[src/rtl/f_deserializer.sv]
// Serial-to-parallel collector for the f bit stream. Completed words are
// handed off on a valid/ready port, along with their popcount and a sticky drop flag.
module f_deserializer #(
  parameter int WIDTH     = 4,
  parameter bit MSB_FIRST = 1'b0
) (
  input  logic                         clk,
  input  logic                         rst,
  input  logic                         bit_in,
  input  logic                         bit_valid,
  output logic [WIDTH-1:0]             word_out,
  output logic [$clog2(WIDTH+1)-1:0]   ones_cnt,
  output logic                         word_valid,
  input  logic                         word_ready,
  output logic                         overflow,
  input  logic                         clr_ovf
);

  localparam int CW = $clog2(WIDTH+1);
  localparam int BW = $clog2(WIDTH);

  typedef enum logic {EMPTY, FULL} state_t;

  state_t           state, state_nxt;
  logic [WIDTH-1:0] shreg, shreg_nxt;
  logic [BW-1:0]    bcnt;
  logic [CW-1:0]    run_ones, ones_nxt;
  logic             complete, load, drop;

  // The next shift value already contains the bit sampled on this edge,
  // so it can be loaded straight into word_out when the word completes.
  always_comb begin
    shreg_nxt = MSB_FIRST ? {shreg[WIDTH-2:0], bit_in} : {bit_in, shreg[WIDTH-1:1]};
    ones_nxt  = run_ones + CW'(bit_in);
    complete  = bit_valid && (bcnt == BW'(WIDTH-1));
  end

  always_comb begin
    state_nxt = state;
    load      = 1'b0;
    drop      = 1'b0;
    case (state)
      EMPTY: begin
        if (complete) begin
          load      = 1'b1;
          state_nxt = FULL;
        end
      end
      FULL: begin
        if (complete) begin
          if (word_ready) load = 1'b1;
          else            drop = 1'b1;
        end else if (word_ready) begin
          state_nxt = EMPTY;
        end
      end
    endcase
  end

  assign word_valid = (state == FULL);

  always_ff @(posedge clk or negedge rst) begin
    if (!rst) state <= EMPTY;
    else      state <= state_nxt;
  end

  always_ff @(posedge clk or negedge rst) begin
    if (!rst) begin
      shreg    <= '0;
      bcnt     <= '0;
      run_ones <= '0;
      word_out <= '0;
      ones_cnt <= '0;
      overflow <= 1'b0;
    end else begin
      if (bit_valid) begin
        shreg <= shreg_nxt;
        if (complete) begin
          bcnt     <= '0;
          run_ones <= '0;
        end else begin
          bcnt     <= bcnt + BW'(1);
          run_ones <= ones_nxt;
        end
      end
      if (load) begin
        word_out <= shreg_nxt;
        ones_cnt <= ones_nxt;
      end
      // A drop on the same edge as a clear leaves the flag set.
      if (drop)         overflow <= 1'b1;
      else if (clr_ovf) overflow <= 1'b0;
    end
  end

endmodule

[config.mk]
export PLATFORM = sky130hd
export DESIGN_NAME = f_deserializer
export DESIGN_NICKNAME = d
export VERILOG_FILES = /design/src/rtl/f_deserializer.sv
export SDC_FILE = /design/constraint.sdc
export NUM_CORES = 1
export LEC_CHECK = 0
export ABC_AREA = 1
export CORE_MARGIN = 2
export CORE_UTILIZATION = 34
export CTS_CLUSTER_SIZE = 25
export DETAILED_ROUTE_END_ITERATION = 6
export GPL_TIMING_DRIVEN = 1
export HOLD_SLACK_MARGIN = 0.05
export PLACE_DENSITY = 0.65
export SETUP_SLACK_MARGIN = 0.02
export SYNTH_ARGS = -nofsm -noshare
export SYNTH_HDL_FRONTEND = slang
export SYNTH_SLANG_ARGS = --single-unit
[constraint.sdc]
create_clock -name clk -period 2.24 [get_ports clk]
set_clock_uncertainty 0.05 [all_clocks]
set_input_delay 0.448 -clock clk [delete_from_list [all_inputs] [get_ports clk]]
set_output_delay 0.448 -clock clk [all_outputs]
set_load 0.01 [all_outputs]
==> results of run 1 <==
[per-layer routing]
metal	up-vias	track usage, %	part of all wire (%)
met5	-	0	0
met4	0	2.78	0
met3	0	4.46	5.1
met2	18	17.1	47
met1	240	17.5	48
li1	287	-	-
[registers in the layout, indices dropped and copies added (netlist names)]
register,flops
shreg,3
bcnt,2
ones_cnt,3
word_out,4
run_ones,3
overflow,1
word_valid,1
[cell families after synthesis]
kind of cell	Yosys count
fa+ha+maj	3
buf+inv	6
compound gates	5
simple gates	47
flops	17
[cells in the final DEF, fill, tap and decap left out, types with 2 or more instances in the layout]
master           synthesis  final
nor2_1                   2      2
ha_1                     3      3
nand2_4                  2      2
o21ai_0                  2      2
inv_1                    4      4
dfrtp_1                 17     17
nand2_1                 35     35
clkdlybuf4s50_1          0     14
nand3_1                  6      6
clkbuf_4                 0      3
[worst reg2reg max path: cells and delay by family (launching register included)]
| kind | cells | cell delay [ps] |
|---|---|---|
| DFF | 1 | 380 |
| and+or+nand+nor | 4 | 290 |
| adders and majority gates | 1 | 280 |
| buffers and inverters | 1 | 100 |
[synth_stat cells (all sizes together)]
| cell type | instances |
|---|---|
| a21oi | 1 |
| dfrtp | 17 |
| ha | 3 |
| inv | 6 |
| nand2 | 38 |
| nand3 | 6 |
| nor2 | 3 |
| o21a | 1 |
| o21ai | 2 |
| o22ai | 1 |
[stage by stage]
step | utilization (%) | std cells | total power [mW] | area (µm²) | worst slack, ps
global route | 47.2 | 124 | 1.18 | 936 | 467
finish | 47.2 | 124 | 1.08 | 936 | 527
CTS | 47.2 | 124 | 1.10 | 936 | 512
global placement | 45.9 | 120 | 0.921 | 910 | 506
detailed placement | 45.9 | 120 | 0.940 | 910 | 474
floorplan | - | 78 | 0.736 | 728 | 1030
[power by group]
| part | internal (mW) | switching, mW |
|---|---|---|
| clock | 0.0691 | 0.0885 |
| sequential | 0.424 | 0.0728 |
| combinational | 0.217 | 0.211 |
[cell type report]
| class | count | area [µm²] | share of cell area [%] |
|---|---|---|---|
| Tap cell | 27 | 33.8 | 3.61 |
| Sequential cell | 17 | 425 | 45.5 |
| Clock buffer | 4 | 26.3 | 2.81 |
| Inverter | 6 | 27.5 | 2.94 |
| Timing Repair Buffer | 15 | 148 | 15.8 |
| Multi-Input combinational cell | 55 | 275 | 29.4 |
[worst min path at each step]
stage,to,slack [ps],cells after the start
global placement,word_out[3]$_DFFE_PN0P_,400,2
CTS,shreg[3]$_DFFE_PN0P_,430,2
detailed placement,bcnt[1]$_DFFE_PN0P_,420,2
floorplan,bcnt[0]$_DFFE_PN0P_,100,0
global route,word_out[3]$_DFFE_PN0P_,440,2
finish,shreg[3]$_DFFE_PN0P_,440,2
==> results summary, run 1 <==
Setup violations remaining at the end of the flow were counted as 0. The critical path ends at word_valid. The simple-gate portion of the synthesized area is ~29%. The max-slew violation total from the final report came out at 0. The overall die area came out at between 2000 and 3000 µm². The static leakage is 0.488 nW. The tree is rooted in a clkbuf_4. Of all cell types, the one taking the most synthesized area is dfrtp_1. The number of warnings issued by yosys came out at 0. The headroom to the max-slew limit came out at about 77%. The weighted congestion at the end of routability-driven global placement is between 0.7 and 0.8.

The number of antenna violations at the first check in global routing is 0. The initial cell density of the core came out at between 30 and 40%. Multiplexer cells account for 0% of the synthesized area.

The data arrival time of the critical path came out at ~1200 ps. Sorting the synthesized cells by area gives the leading types as dfrtp_1 (58%), nand2_1 (18%), ha_1 (5.2%). The number of hold violations in the final report is 0. The slack of the worst reg-to-reg path is ~1000 ps. On the critical path, the stage with the largest delay is an instance of clkdlybuf4s50_1. Compared with the post-synthesis result, the final layout area differs by 28.5%. The proportion of netlist area held by the largest area contributor is between 50% and 60%.

After synthesis, the largest family of logic cells by area is simple AND/OR/NAND/NOR gates. The data required time of the critical path came out at about 1700 ps. The worst hold margin is 435 ps. In this run the cell area of the synthesized design comes to approximately 730 µm². After detailed routing, the number of remaining DRC violations is 0. Summed over all layers, the global routing overflow is 0. The die width is 50.3 µm. The fill cell instance count of the final layout is 180.

The first-pass detailed-route iteration total came out at 4. Broken down by cell family, the worst path's largest delay share belongs to buffers and inverters. Derived from the worst setup path, the maximum achievable clock frequency is 584 MHz. The run finished with clean final reports. Measured in cells, the most critical reg-to-reg path has a length of 6.

The post-CTS clock slew at the launch and capture registers of the worst setup and hold paths is about 90 ps. The worst-case IR drop observed on VDD is ~0.45 mV. The transition time at the pin with the least slew margin came out at approximately 340 ps. The largest single stage delay on the critical path is roughly 550 ps. Detailed placement finished with a half-perimeter wire length of ~1000 µm.

The placeable core area came out at 1980 µm². The share of synthesized area occupied by flip-flops and latches came out at about 60%. The post-route netlist has around 10% of its cells at a drive strength greater than 1. The flop and latch count out of synthesis is 17.

The adder-cell area share of the yosys netlist is approximately 5.2%. The number of distinct library cell variants in the gate-level netlist after synthesis came out at 15. The via density per instance came out at 4.40.

The longest clock path from root to sink contains 2 buffers. The synthesized-area fraction occupied by xor and xnor cells is 0%. Setup repair after global routing left no endpoint under its margin. Synthesis produced a netlist with a net count of 87.

The count of inserted antenna diode cells is 0. The combined buffer and inverter count along the critical path came out at 1. The total setup buffers inserted after CTS came out at 0. Entering global routing, the biggest net connects 18 pins.

The critical path depth is 1. Each instance of the synthesized netlist takes up on average about 9.3 µm². The power per cell area came out at 1160 nW/µm². The number of antenna-violating nets in the routed design came out at 0. The type of destination of the critical path is an output port. The maximum fanout along the worst path is 3. The start point of the critical path is word_valid$_DFF_PN0_. The worst register-to-register path ends at word_out[2]$_DFFE_PN0P_. The total negative slack is 0 ps.

The worst register-to-register path begins at bcnt[0]$_DFFE_PN0P_. The portion of the clock cycle consumed by the worst path in the final layout is between 70% and 80%. The post-synthesis compound-gate area fraction is ~4%. The number of H-tree branching levels is 1. The hold buffer count at CTS is 0.

The critical path is of the flop to output port type. The launching element type of the critical path is a flop. The count of cells resized by post-cts repair came out at 0. Walking the worst path, the cells encountered are clkdlybuf4s50_1. In the final design database the tool counted ~110 nets. The number of maximum-capacitance constraint violations came out at 0. Clock tree synthesis found a total of 17 sinks.

The number of clock buffers inserted by TritonCTS came out at 3. The number of placed I/O pins is 15. The first global-routing pass estimated 2310 µm of wire. The worst hold path belongs to the class input port to async pin. The final critical delay including setup and external delays is approximately 1700 ps.

The vertical die dimension is around 50 µm. In the global route stage, overall resource usage came out at 12.1%. The number of global-route vias before repair came out at 500. The detailed router placed approximately 550 vias in this run.

Input and output buffers added on the ports amount to 14. The latest clock arrival within the worst-skew pair is 280 ps. The TritonCTS clock tree is yes. The iteration-0 DRC count of the detailed router came out at 12. The number of cells produced by synthesis is slightly below 80.

Dividing the detail-routed wire length by the instance count gives 10.4 µm. The aggregate routed wire length came out at approximately 1300 µm. The initialized floorplan defines 16 standard-cell rows.
Power figures use the tool's default switching activity.
==> run 2: changes to the inputs <==
- PLACE_DENSITY: 0.65 -> 0.67
- clock period: 2.24 -> 1.45 ns (I/O delays scaled with it)
==> run 2 against run 1 <==
Against the previous run:
- non-clock buffer count increased by 3
- via count increased by 4.6%
- clock power increased by 56%
- global-route usage increased by 0.089 points
- routed wire length decreased by 3.3%
- worst hold slack got worse by 170 ps
- utilization increased by 0.57 points
- flip-flop and latch count unchanged
- die area unchanged
- cell count increased by 2.4%
- largest cell class unchanged
==> results summary, run 2 (synthesis gave the netlist of run 1 again) <==
The run finished with clean final reports. STA classifies the critical path startpoint as a flop. Counting flops per register, the top entry is word_out.

Along the worst path, the maximum fanout reaches 3. The max-slew violation total from the final report came out at 0. The first-pass detailed-route iteration total came out at 4.

The later pin in the worst-skew pair is clocked with a latency of between 200 and 300 ps. The largest net degree at the start of global routing is 18. The via density per instance came out at 4.49. The fill cell instance count of the final layout is 189. Clock-pin slew was measured on the worst setup and hold paths at around 100 ps. The final design utilization came out at between 40% and 50%. The overall die area is approximately 2500 µm². The number of antenna diodes in the final layout is 0. The maximum single-stage delay on the critical path is approximately 400 ps. The vertical die dimension came out at slightly above 50 µm.

The worst-case clock buffer depth came out at 2. The number of nets in the final layout is 110. The worst setup path is of the flop to output port kind. The post-route worst setup slack is roughly 130 ps. The aggregate routed wire length is 1240 µm. Post-CTS timing repair inserted 0 buffers for setup. Global routing used about an eighth of the available tracks across all layers. The number of placed I/O pins is 15. The register with the most flip-flops in the layout has 4 of them. The detailed router used layers up to and including met3.

The headroom to the max-slew limit came out at a little under nine tenths. The number of clock buffers inserted by TritonCTS came out at 3. In this run the register-to-register setup slack is 250 ps.

Setup repair after global routing left no endpoint under its margin. Setup violations remaining at the end of the flow were counted as 0. The area growth from synthesis to layout is 30.1%. The worst supply voltage drop on vdd came out at between 0.9 and 1 mV. The maximum clock frequency is ~760 MHz. The clock network power share came out at 15.4%. The portion of the clock cycle consumed by the worst path in the final layout is 90.9%. The number of antenna-violating nets in the routed design came out at 0. The initial cell density of the core came out at a little under two fifths. The wire length per cell came out at 9.80 µm. The weighted congestion at the end of routability-driven global placement came out at 0.723.

Wire segments on met2 add up to approximately 610 µm in the final route. The wire-length estimate of the detail-placed layout is roughly 960 µm. The fraction of final layout cells with drive strength greater than 1 came out at a little over an eighth.

The detailed router finished its first iteration with 16 violations. The switching part of the total is a little over a third. The internal power consumption came out at between 1 and 1.5 mW.

At the pin with the least slew margin, the transition time is between 200 and 250 ps. The total congestion overflow is 0. Walking the worst path, the cells encountered are dlygate4sd2_1. In the layout the commonest cells are nand2_1 (35), dfrtp_1 (17), dlygate4sd2_1 (9). TritonCTS built the clock tree. The final critical delay including setup and external delays is around 1300 ps.

At the worst endpoint, the required time is about 1100 ps. The number of hold violations in the final report is 0. Counting every sink on the clock net gives 17. The region available for standard cell placement spans roughly 2000 µm². The data arrival time of the critical path is roughly 980 ps. The first global-routing pass estimated around 2400 µm of wire.

The number of antenna violations at the first check in global routing is 0. Clock tree synthesis selected as its root buffer the cell clkbuf_4. After detailed routing, the number of remaining DRC violations is 0. The die width is roughly 50 µm. The cell with the largest stage delay on the worst path is dfrtp_1.

The worst hold-check path type is input port to async pin. The share of total power dissipated in combinational logic is between 30% and 40%. The number of global-route vias before repair was 564. The number of buffers inserted by port buffering is 14.

The number of maximum-capacitance constraint violations is 0. Wire segments on met3 add up to 62 µm in the final route. The category of cells accounting for the largest share of critical-path delay is flip-flops. Leaving out fill and tap cells, the most frequent cell in the layout is nand2_1. The power per cell area is roughly 1700 nW/µm². The sequential cell fraction of total power is a little under half. In the final routing, the length of wire on met1 measures roughly 570 µm. The post-placement setup slack came out at -116 ps. The number of rows in the core area is 16. The combined buffer and inverter count along the critical path is 1. The total number of vias came out at 570.

The type of destination of the critical path is an output port. Summed over all nets, the switching power comes to 0.566 mW. In this run the static leakage power is around 0.53 nW. The number of H-tree branching levels is 1.
[run 2: cell count changes in the layout (fill, tap and decap cells not counted), sizes merged]
cell and delta:
dlygate4sd2 +9, clkdlybuf4s50 -9, buf +3
[run 2: timing repair]
| item | CTS | global route |
|---|---|---|
| hold buffers | 0 | 0 |
| setup endpoints to repair | 9 | 0 |
| resized for setup | 9 | 0 |
[run 2: path summary, 6_finish.rpt]
| check | start | end | depth (start not counted) |
|---|---|---|---|
| hold / removal | rst | word_out[0]$_DFFE_PN0P_ | 2 |
| setup / recovery | word_valid$_DFF_PN0_ | word_valid | 1 |
| max in group asynchronous | rst | bcnt[1]$_DFFE_PN0P_ | 2 |
| setup reg to reg | run_ones[0]$_DFFE_PN0P_ | ones_cnt[2]$_DFFE_PN0P_ | 7 |
| min in group clk | ones_cnt[1]$_DFFE_PN0P_ | ones_cnt[1]$_DFFE_PN0P_ | 2 |
| hold reg to reg | ones_cnt[1]$_DFFE_PN0P_ | ones_cnt[1]$_DFFE_PN0P_ | 2 |
[run 2: metrics by stage]
step,power [mW],hold slack [ps],setup TNS [ps],area [µm²],instances
2_1_floorplan,1.14,-55.6,0,728,78
3_3_place_gp,1.44,403,-296,932,123
3_5_place_dp,1.46,408,-350,932,123
4_1_cts,1.63,267,0,947,127
5_1_grt,1.76,289,0,947,127
6_report,1.60,264,0,947,127
[run 2: cell type report]
cell class                      instances  area [µm²]  area share [%]
Sequential cell                        17         425            44.9
Multi-Input combinational cell         55         275            29.1
Timing Repair Buffer                   18         159            16.8
Tap cell                               27        33.8            3.57
Inverter                                6        27.5            2.91
Clock buffer                            4        26.3            2.77
[run 2: power groups by stage]
stage          sequential, mW  combinational [mW]  clock [mW]
2_1_floorplan           0.808               0.329           0
4_1_cts                 0.758               0.618       0.252
6_report                0.753               0.603       0.247
5_1_grt                 0.784               0.697       0.283
3_5_place_dp            0.772               0.689           0
3_3_place_gp            0.762               0.675           0
[run 2: layer usage]
| layer | vias up | GRT usage (%) |
|---|---|---|
| met5 | - | 0 |
| met4 | 0 | 5.56 |
| met3 | 0 | 2.68 |
| met2 | 16 | 18.9 |
| met1 | 262 | 16.2 |
| li1 | 292 | - |
